===== src/rtl/fin_pkg.sv =====
// fin_collect shared types: FILL/FULL state, lane count, select width.
// Also used by the final address mux and its select driver.
package fin_pkg;

  localparam int FIN_NUM_DIR = 10;
  localparam int FIN_SEL_W   = 4;

  typedef enum logic {
    FILL = 1'b0,
    FULL = 1'b1
  } fin_state_e;

  function automatic logic lane_hit(
    input logic [FIN_SEL_W-1:0] sel,
    input int                   idx
  );
    return sel == FIN_SEL_W'(idx);
  endfunction

endpackage


===== src/rtl/fin_lane_reg.sv =====
// One signed lane of the collector: write-enabled register,
// cleared asynchronously by active-low reset.
module fin_lane_reg #(
  parameter int W = 8
) (
  input  logic                i_clk,
  input  logic                i_rst_n,
  input  logic                i_we,
  input  logic signed [W-1:0] i_d,
  output logic signed [W-1:0] o_q
);

  logic signed [W-1:0] r_q;

  always_ff @(posedge i_clk or negedge i_rst_n) begin
    if (!i_rst_n) begin
      r_q <= '0;
    end else if (i_we) begin
      r_q <= i_d;
    end
  end

  assign o_q = r_q;

endmodule


===== src/rtl/fin_collect.sv =====
// Deserializing lane collector: fills NUM_DIR lanes, presents a frame.
// Define FIN_COLLECT_OVERLAP_EN to accept a beat on the handshake edge.
module fin_collect
  import fin_pkg::*;
#(
  parameter int ADDRESS_WIDTH = 8,
  parameter int NUM_DIR       = FIN_NUM_DIR
) (
  input  logic                            Clk,
  input  logic                            Reset_n,
  input  logic signed [ADDRESS_WIDTH-1:0] Din,
  input  logic                            din_valid,
  input  logic                            din_last,
  output logic                            din_ready,
  output logic [FIN_SEL_W-1:0]            select,
  output logic signed [ADDRESS_WIDTH-1:0] Dout0,
  output logic signed [ADDRESS_WIDTH-1:0] Dout1,
  output logic signed [ADDRESS_WIDTH-1:0] Dout2,
  output logic signed [ADDRESS_WIDTH-1:0] Dout3,
  output logic signed [ADDRESS_WIDTH-1:0] Dout4,
  output logic signed [ADDRESS_WIDTH-1:0] Dout5,
  output logic signed [ADDRESS_WIDTH-1:0] Dout6,
  output logic signed [ADDRESS_WIDTH-1:0] Dout7,
  output logic signed [ADDRESS_WIDTH-1:0] Dout8,
  output logic signed [ADDRESS_WIDTH-1:0] Dout9,
  output logic                            dout_valid,
  input  logic                            dout_ready,
  output logic                            frame_err
);

  localparam int NOUT = 10;
  localparam logic [FIN_SEL_W-1:0] LAST =
    FIN_SEL_W'(NUM_DIR - 1);

  fin_state_e r_state;
  fin_state_e w_state_nxt;

  logic [FIN_SEL_W-1:0] r_sel;
  logic [FIN_SEL_W-1:0] w_sel_nxt;
  logic [FIN_SEL_W-1:0] w_wsel;
  logic                 r_err;

  logic w_accept;
  logic w_at_end;
  logic w_close;
  logic w_mis;

  logic signed [ADDRESS_WIDTH-1:0] w_lane [NOUT];

  // FSM: state register
  always_ff @(posedge Clk or negedge Reset_n) begin
    if (!Reset_n) begin
      r_state <= FILL;
    end else begin
      r_state <= w_state_nxt;
    end
  end

  // FSM: next state
  always_comb begin
    w_state_nxt = r_state;
    unique case (r_state)
      FILL: begin
        if (w_close) w_state_nxt = FULL;
      end
      FULL: begin
        if (dout_ready) begin
          w_state_nxt = w_close ? FULL : FILL;
        end
      end
      default: w_state_nxt = FILL;
    endcase
  end

  // FSM: outputs
  always_comb begin
    din_ready  = 1'b0;
    dout_valid = 1'b0;
    unique case (r_state)
      FILL: din_ready = 1'b1;
      FULL: begin
        dout_valid = 1'b1;
`ifdef FIN_COLLECT_OVERLAP_EN
        din_ready  = dout_ready;
`endif
      end
      default: ;
    endcase
  end

  // a beat taken in FULL starts the next frame at lane 0
  assign w_accept = din_valid & din_ready;
  assign w_wsel   = (r_state == FULL) ? '0 : r_sel;
  assign w_at_end = (w_wsel == LAST);
  assign w_close  = w_accept & (din_last | w_at_end);
  assign w_mis    = w_accept & (din_last ^ w_at_end);

  always_comb begin
    w_sel_nxt = r_sel;
    if (w_accept) begin
      w_sel_nxt = w_close ? w_wsel : w_wsel + 1'b1;
    end else if (r_state == FULL && dout_ready) begin
      w_sel_nxt = '0;
    end
  end

  always_ff @(posedge Clk or negedge Reset_n) begin
    if (!Reset_n) begin
      r_sel <= '0;
      r_err <= 1'b0;
    end else begin
      r_sel <= w_sel_nxt;
      if (w_mis) r_err <= 1'b1;
    end
  end

  assign select    = r_sel;
  assign frame_err = r_err;

  for (genvar gi = 0; gi < NOUT; gi++) begin : g_lane
    if (gi < NUM_DIR) begin : g_reg
      fin_lane_reg #(
        .W (ADDRESS_WIDTH)
      ) u_lane (
        .i_clk   (Clk),
        .i_rst_n (Reset_n),
        .i_we    (w_accept & lane_hit(w_wsel, gi)),
        .i_d     (Din),
        .o_q     (w_lane[gi])
      );
    end else begin : g_tie
      assign w_lane[gi] = '0;
    end
  end

  // lanes past the visible outputs are still kept
  for (genvar gi = NOUT; gi < NUM_DIR; gi++) begin : g_hid
    logic signed [ADDRESS_WIDTH-1:0] w_q;
    fin_lane_reg #(
      .W (ADDRESS_WIDTH)
    ) u_lane (
      .i_clk   (Clk),
      .i_rst_n (Reset_n),
      .i_we    (w_accept & lane_hit(w_wsel, gi)),
      .i_d     (Din),
      .o_q     (w_q)
    );
  end

  assign Dout0 = w_lane[0];
  assign Dout1 = w_lane[1];
  assign Dout2 = w_lane[2];
  assign Dout3 = w_lane[3];
  assign Dout4 = w_lane[4];
  assign Dout5 = w_lane[5];
  assign Dout6 = w_lane[6];
  assign Dout7 = w_lane[7];
  assign Dout8 = w_lane[8];
  assign Dout9 = w_lane[9];

endmodule


===== config.mk =====
export PLATFORM = sky130hd
export DESIGN_NAME = fin_collect
export DESIGN_NICKNAME = d
export VERILOG_FILES = /design/src/rtl/fin_pkg.sv /design/src/rtl/fin_lane_reg.sv /design/src/rtl/fin_collect.sv
export SDC_FILE = /design/constraint.sdc
export NUM_CORES = 1
export LEC_CHECK = 0
export CORE_ASPECT_RATIO = 2
export CORE_MARGIN = 5
export CORE_UTILIZATION = 32
export DETAILED_ROUTE_END_ITERATION = 6
export GPL_ROUTABILITY_DRIVEN = 0
export SYNTH_ARGS = -nofsm -noshare
export SYNTH_HDL_FRONTEND = slang
export SYNTH_SLANG_ARGS = --single-unit

===== constraint.sdc =====
create_clock -name Clk -period 2.6 [get_ports Clk]
set_input_delay 0.52 -clock Clk [delete_from_list [all_inputs] [get_ports Clk]]
set_output_delay 0.52 -clock Clk [all_outputs]
set_load 0.05 [all_outputs]

# After elaboration in Yosys (flattened, before gate mapping)
# Cells that the tools add are included.
[op_classes]
bitwise = 16
n_reduce_logical = 3
eq_ne = 9
add_sub_neg = 1
muxes = 9
[op_table]
columns = ["op", "n"]
rows = [
  ["4-bit by 3-bit equality test with 1-bit output (second input constant)", 4],
  ["4-bit two-way mux", 4],
  ["1-bit AND", 13],
  ["4-bit by 2-bit equality test with 1-bit output (second input constant)", 2],
  ["4-bit equality test (second input constant)", 2],
  ["4-bit by 1-bit adder with 4-bit output (second input constant)", 1],
  ["4-bit by 1-bit equality test with 1-bit output (second input constant)", 1],
  ["4-bit zero test", 1],
  ["1-bit two-way mux", 4],
  ["1-bit case mux with 2 select lines", 1],
  ["2-bit nonzero test", 1],
  ["1-bit logical AND", 1],
  ["1-bit inverter", 1],
  ["1-bit bitwise OR", 1],
  ["1-bit XOR", 1],
]
[totals]
word_cells = 51
out_inout_bits = 87
reg_bits = 86
in_bits = 13

# Depth between registers and ports, before layout
# Gate-level depths: netlist (run 1).
[depth]
ltp_word = 7
mapped_depth = 9
depth_no_buf = 8

# By module
# Synthesis (run 1) repeated with hierarchy kept, for this count alone.
[unflattened]
cells_unflattened = 226
hier_area_um2 = 3772.4
[by_module_without_submodules]
columns = ["module", "n_inst", "area_each_um2", "seq_area_each_um2", "cells_per_inst"]
rows = [
  ["fin_lane_reg", 10, 331.6, 200.2, 17],
  ["fin_collect", 1, 456.7, 150.1, 56],
]

# Worst setup path before layout (run 1)
# Ideal clock, no wire load.
[synth_timing]
kind = "register to register"
from = "register r_state"
to = "register g_lane[1].g_reg.u_lane.r_q[0]"
slack_ps = 145
n_path_buf = 2
period_less_slack_ps = 2455
required_ps = 2475
setup_time_ps = 125
arrival_ps = 2330
path_stages_with_launch = 9
path_cell_list = "dfrtp_1 -> buf_6 -> inv_1 -> nand2_1 -> ha_1 -> nand2_2 -> or4_4 -> buf_6 -> mux2_4"
[synth_between]
elab_chain_cells = 3
word_cells_on_any_way = 5
cone_classes = "1 x eq/ne; 2 x mux; 2 x bitwise"
[synth_rtl]
columns = ["item", "line_no", "source"]
rows = [
  ["from (decl)", "fin_collect.sv:35", "fin_state_e r_state;"],
  ["from (signal assigned)", "fin_collect.sv:55", "r_state <= w_state_nxt;"],
  ["1-bit two-way mux", "fin_collect.sv:79", "unique case (r_state)"],
  ["net din_ready", "fin_collect.sv:14", "output logic din_ready,"],
  ["1-bit AND", "fin_collect.sv:92", "assign w_accept = din_valid & din_ready;"],
  ["1-bit AND", "fin_collect.sv:127", ".i_we (w_accept & lane_hit(w_wsel, gi)),"],
  ["to (signal assigned)", "fin_lane_reg.sv:19", "r_q <= i_d;"],
  ["to (decl)", "fin_lane_reg.sv:13", "logic signed [W-1:0] r_q;"],
]
# The timed path passes the listed nets, and every way through them passes these cells.
# A chain may end at the register's enable or synchronous reset.

# Worst setup path in the final report (run 1)
[layout_timing]
from = "register r_state"
to = "output din_ready"
[layout_between]
elab_chain_cells = 1
[layout_rtl]
columns = ["item", "line_no"]
rows = [
  ["1-bit two-way mux", "fin_collect.sv:79"],
  ["to (decl)", "fin_collect.sv:14"],
]
# No other way between the ends.

==> results of run 1 <==
[Yosys cell counts (2+ instances only)]
| cell | number |
|---|---|
| buf_1 | 8 |
| buf_2 | 2 |
| buf_4 | 4 |
| buf_6 | 3 |
| dfrtp_1 | 86 |
| ha_1 | 3 |
| inv_1 | 4 |
| mux2_2 | 72 |
| mux2_4 | 8 |
| nand2_1 | 6 |
| nand2_2 | 2 |
| nand3b_1 | 2 |
| nor2_1 | 2 |
| nor2b_1 | 4 |
| nor3b_1 | 2 |
| o21ai_0 | 3 |
| xor2_1 | 2 |
[layer usage]
layer  up-vias  global-route usage, %  share of wire, %
met1      1168                  14.51                37
met5         -                      0                 0
met2        53                  26.64                58
met3         9                  2.382               3.2
met4         0                  6.442               2.2
li1       1003                      -                 -
[cell type report]
class / instances / area [um2]
multi-input cells: 123 / 1257
fillers: 989 / 5947
flip-flops and latches: 86 / 2152
clock buffers: 10 / 239.0
repair buffers: 105 / 1046
well taps: 140 / 175.2
clock inverters: 6 / 46.29
inverters: 4 / 15.01
[worst min path at each step]
stage	to	depth (start not counted)	startpoint	slack, ns
3_3_place_gp	frame_err	1	frame_err	0.47
2_1_floorplan	frame_err	0	Reset_n	0.22
6_report	g_lane[5].g_reg.u_lane.o_q[1]	1	Reset_n	0.15
5_1_grt	g_lane[5].g_reg.u_lane.o_q[1]	1	Reset_n	0.19
3_5_place_dp	frame_err	1	frame_err	0.48
4_1_cts	g_lane[5].g_reg.u_lane.o_q[1]	1	Reset_n	0.16
[registers in the layout, summed over array words and instances, names as in the netlist]
register                 flops
r_state                      1
select                       4
g_lane.g_reg.u_lane.o_q     80
frame_err                    1
[per-stage QoR]
step / utilization, % / hold WS (ns) / std cells / cell area [um2]
finish: 45.33 / 0.1451 / 474 / 4931
global route: 45.33 / 0.1892 / 474 / 4931
CTS: 45.33 / 0.1648 / 474 / 4931
detailed placement: 42.71 / 0.4762 / 458 / 4646
global placement: 42.71 / 0.4677 / 458 / 4646
floorplan: - / 0.2244 / 231 / 3532
[kinds of logic after synthesis]
group | share of synthesized area, %
fa+ha+maj | 1.063
flops | 60.93
xor+xnor | 0.4960
mux | 26.64
compound gates | 1.488
simple gates | 5.915
buf+inv | 3.471
==> key figures, run 1 <==
Timing
  – Fin crit period: 2.363 ns
  – Final Setup Violations: 0
  – Setup ws final: 0.2366 ns
  – Fmax: 423.1 MHz
  – Hold Vio Cnt, Final: 0
  – Slew @ Worst Pin: 0.5671 ns
  – Setup TNS: 0 ns
  – Slew Limit Fails: 0
  – Relative slew slack: 62.07%
  – Final period util: 90.90%
  – RSZ-0062 raised after global routing: false
  – Setup Skew: 0.004729 ns

Setup path
  – CP endpoint: din_ready
  – CP required: 2.08 ns
  – Reg-to-reg slack, setup: 0.49 ns
  – Critical path depth: 2
  – Slowest cell on crit path: clkdlybuf4s50_1
  – Worst Path Buf+Inv: 2
  – Critical Path Max Stage Delay: 0.83 ns
  – Crit path kind: register to output port
  – Crit Path Max Fanout: 9
  – Worst reg2reg path depth: 6
  – Crit start category: register
  – CP top delay family: buffers and inverters
  – RR Endpoint: g_lane[1].g_reg.u_lane.o_q[0]
  – Crit path from: r_state
  – Worst R2R Start: r_state
  – Worst-path cell chain: inv_1 -> clkdlybuf4s50_1
  – Nature of the critical path endpoint: output port
  – Arr. time, crit path: 1.84 ns

Yosys
  – Top FF cell, synth: dfrtp_1
  – Synthesized area: 3532 um2
  – Gate Count Post-Synth: 231
  – Unique masters post-synth: 35
  – Synth top area cells: dfrtp_1, mux2_2, mux2_4
  – Largest area contributor in the netlist: dfrtp_1
  – Syn Nets: 247
  – Sequential-to-total area share from yosys stat: 60.93%
  – Syn_area_per_cell: 15.29 um2
  – Yosys warns: 0
  – Synth top area share: 60.93%
  – EDFF count, synth: 0
  – Flops & latches, synth: 86
  – Synth async-reset ratio: 100.0%

Clock network
  – Setup bufs post-CTS: 0
  – Clk pin slew, worst setup/hold paths: 0.06 ns
  – CTS tree: built
  – Clock latency on the worst-skew pair: 0.33 ns
  – Hold Buf Count CTS: 0
  – Cts bufs inserted: 9
  – CTS-repair resized insts: 0
  – H-tree levels: 3
  – Clock buffer depth: 2
  – Clock Sinks: 86
  – Root Driver: clkbuf_16

Route
  – DRC: 0
  – DRT Pass-1 Iters: 4
  – DR iter-0 viols: 40
  – Post-route ant nets: 0
  – Post-DR vias/cell: 4.711
  – Via count: 2233
  – WL/cell: 18.76 um
  – Final wirelength: 8893 um

Floorplanning
  – Cell Rows: 54
  – Die area: 13370 um2
  – Starting Density: 32.47%
  – Die Ht: 158.6 um
  – Die width: 84.29 um
  – Io pins: 100
  – Core ar.: 10880 um2

Min path
  – Hold crit path type: primary input to async pin

Layout
  – Most frequent cells in the layout: clkdlybuf4s50_1, dfrtp_1, mux2_2
  – Synthesis-to-layout area growth: 39.60%
  – Fin nets: 345
  – N_diodes: 0
  – Layout cell share with drive strength beyond 1: 33.23%
  – Commonest non-fill, non-tap cell in the layout: clkdlybuf4s50_1

Global route
  – Vias in the first global route: 2385
  – Pin count of the biggest net entering global routing: 49
  – First-pass GRT wire length: 13900 um
  – GRT overflow: 0
  – Total Routing Usage GR: 13.90%
  – Initial antenna violation count: 0

Job
  – Max Cap Viol: 0

Place
  – Port Buffer Count: 99
  – HPWL Detailed: 6718 um
  – Pre-CTS setup slack: 0.2102 ns

Status
  – Status: finished clean
Power of run 1 is not shown: default switching activity piles up to over one toggle a cycle in this logic, so the estimate is an artifact.
==> run 2, diff against run 1 <==
Settings changed: CAP_MARGIN set to 25.
==> results of run 2 <==
Same layout as run 1: the final DEF is identical, and so are final timing and power.
Power of run 2 is left out for the same reason.
==> run 3, diff against run 2 <==
Settings changed: CORE_MARGIN 5 to not set.
==> run 3 against run 2 <==
  * Clock-buffer cell count unchanged
  * Cell count decreased by 0.63%
  * Largest cell class unchanged
  * Maximum frequency increased by 4.4%
  * Critical path depth decreased by 1
  * Flip-flop and latch count unchanged
  * Non-clock buffer count increased by 1
  * Register-to-register slack improved by 0.10 ns
==> key figures, run 3 (synthesis results as in run 1) <==
Timing
  – Setup TNS: 0 ns (unchanged)
  – Worst hold slack: 0.1375 ns (was 0.1451 ns)
  – Slew @ Worst Pin: 0.6164 ns (was 0.5671 ns)
  – Slew Limit Fails: 0 (unchanged)
  – Fmax: 441.7 MHz (was 423.1 MHz)
  – Setup Skew: 0.004393 ns (was 0.004729 ns)
  – Final Setup Violations: 0 (unchanged)
  – Relative slew slack: 58.78% (was 62.07%)
  – Final period util: 87.08% (was 90.90%)
  – RSZ-0062 raised after global routing: false (unchanged)
  – Fin crit period: 2.264 ns (was 2.363 ns)
  – Hold Vio Cnt, Final: 0 (unchanged)

Status
  – Status: finished clean (unchanged)

Floorplanning
  – Io pins: 100 (unchanged)
  – Die Ht: 150.6 um (was 158.6 um)
  – Die area: 11490 um2 (was 13370 um2)
  – Core ar.: 10610 um2 (was 10880 um2)
  – Cell Rows: 53 (was 54)
  – Starting Density: 33.29% (was 32.47%)
  – Die width: 76.29 um (was 84.29 um)

Global route
  – Pin count of the biggest net entering global routing: 37 (was 49)
  – Vias in the first global route: 2279 (was 2385)
  – Total Routing Usage GR: 16.13% (was 13.90%)
  – First-pass GRT wire length: 13370 um (was 13900 um)
  – GRT overflow: 0 (unchanged)
  – Initial antenna violation count: 0 (unchanged)

Setup path
  – Slowest cell on crit path: clkdlybuf4s50_1 (unchanged)
  – Crit Path Max Fanout: 11 (was 9)
  – Worst-path cell chain: clkdlybuf4s50_1 (was inv_1 -> clkdlybuf4s50_1)
  – Nature of the critical path endpoint: output port (unchanged)
  – Critical Path Max Stage Delay: 0.87 ns (was 0.83 ns)
  – Crit path kind: register to output port (unchanged)
  – Worst R2R Start: select[0] (was r_state)
  – Crit start category: register (unchanged)
  – CP top delay family: buffers and inverters (unchanged)
  – CP required: 2.08 ns (about the same)
  – Arr. time, crit path: 1.74 ns (was 1.84 ns)
  – Crit path from: select[3] (was r_state)
  – Worst Path Buf+Inv: 1 (was 2)

Place
  – Port Buffer Count: 99 (unchanged)
  – DP Cell Count: 456 (was 458)
  – HPWL Detailed: 6477 um (was 6718 um)

Layout
  – Max reg flops: 80 (unchanged)
  – Post-route insts no fill: 471 (was 474)
  – N_diodes: 0 (unchanged)
  – Commonest non-fill, non-tap cell in the layout: clkdlybuf4s50_1 (unchanged)
  – Fin nets: 346 (was 345)
  – Synthesis-to-layout area growth: 40.77% (was 39.60%)
  – Most frequent cells in the layout: clkdlybuf4s50_1, dfrtp_1, mux2_2 (unchanged)
  – Layout cell share with drive strength beyond 1: 33.23% (unchanged)

Clock network
  – Clock buffer depth: 2 (unchanged)
  – H-tree levels: 3 (unchanged)
  – Root Driver: clkbuf_16 (unchanged)
  – CTS tree: built (unchanged)
  – Clock latency on the worst-skew pair: 0.34 ns (was 0.33 ns)
  – Setup bufs post-CTS: 0 (unchanged)
  – Hold Buf Count CTS: 0 (unchanged)
  – Cts bufs inserted: 9 (unchanged)
  – CTS-repair resized insts: 0 (unchanged)
  – Clock Sinks: 86 (unchanged)
  – Clk pin slew, worst setup/hold paths: 0.06 ns (about the same)

Route
  – Post-route ant nets: 0 (unchanged)
  – WL/cell: 18.54 um (was 18.76 um)
  – Via count: 2194 (was 2233)
  – DR iter-0 viols: 99 (was 40)
  – Final wirelength: 8733 um (was 8893 um)
  – DRT Pass-1 Iters: 4 (unchanged)
  – DRC: 0 (unchanged)
  – Post-DR vias/cell: 4.658 (was 4.711)

Job
  – Max Cap Viol: 0 (unchanged)

Min path
  – Hold crit path type: primary input to async pin (unchanged)
==> run 3: layer usage <==
metal,global-route usage (%),vias to the layer above,wire length [um]
li1,-,997,-
met1,16.34,1133,3147
met2,30.99,50,5143
met3,3.394,14,245
met4,7.500,0,197
met5,0,-,0
==> run 3: area by class of cell <==
cell class | instances | area, um2
Clock inverter | 5 | 83.83
Sequential cell | 86 | 2152
Tap cell | 137 | 171.4
Inverter | 4 | 15.01
Multi-Input combinational cell | 123 | 1257
Fill cell | 969 | 5638
Timing Repair Buffer | 106 | 1054
Clock buffer | 10 | 239.0
==> run 3: final timing paths <==
path	endpoint	slack (ns)	depth (start not counted)
min in group Clk	frame_err	0.49	1
worst min-delay path	g_lane[5].g_reg.u_lane.o_q[1]	0.14	1
worst max register to register	g_lane[1].g_reg.u_lane.o_q[2]	0.59	5
worst max-delay path	select[3]	0.34	1
worst min register to register	frame_err	0.49	1
max in group asynchronous	g_lane[4].g_reg.u_lane.o_q[5]	1.85	2
==> run 3: through the flow <==
stage / cell area, um2 / setup WS (ns) / utilization, %
2_1_floorplan: 3532 / 0.1454 / -
3_3_place_gp: 4649 / 0.4196 / 43.82
3_5_place_dp: 4649 / 0.3857 / 43.82
4_1_cts: 4972 / 0.3239 / 46.86
5_1_grt: 4972 / 0.2708 / 46.86
6_report: 4972 / 0.3359 / 46.86
Power of run 3 is left out for the same reason.
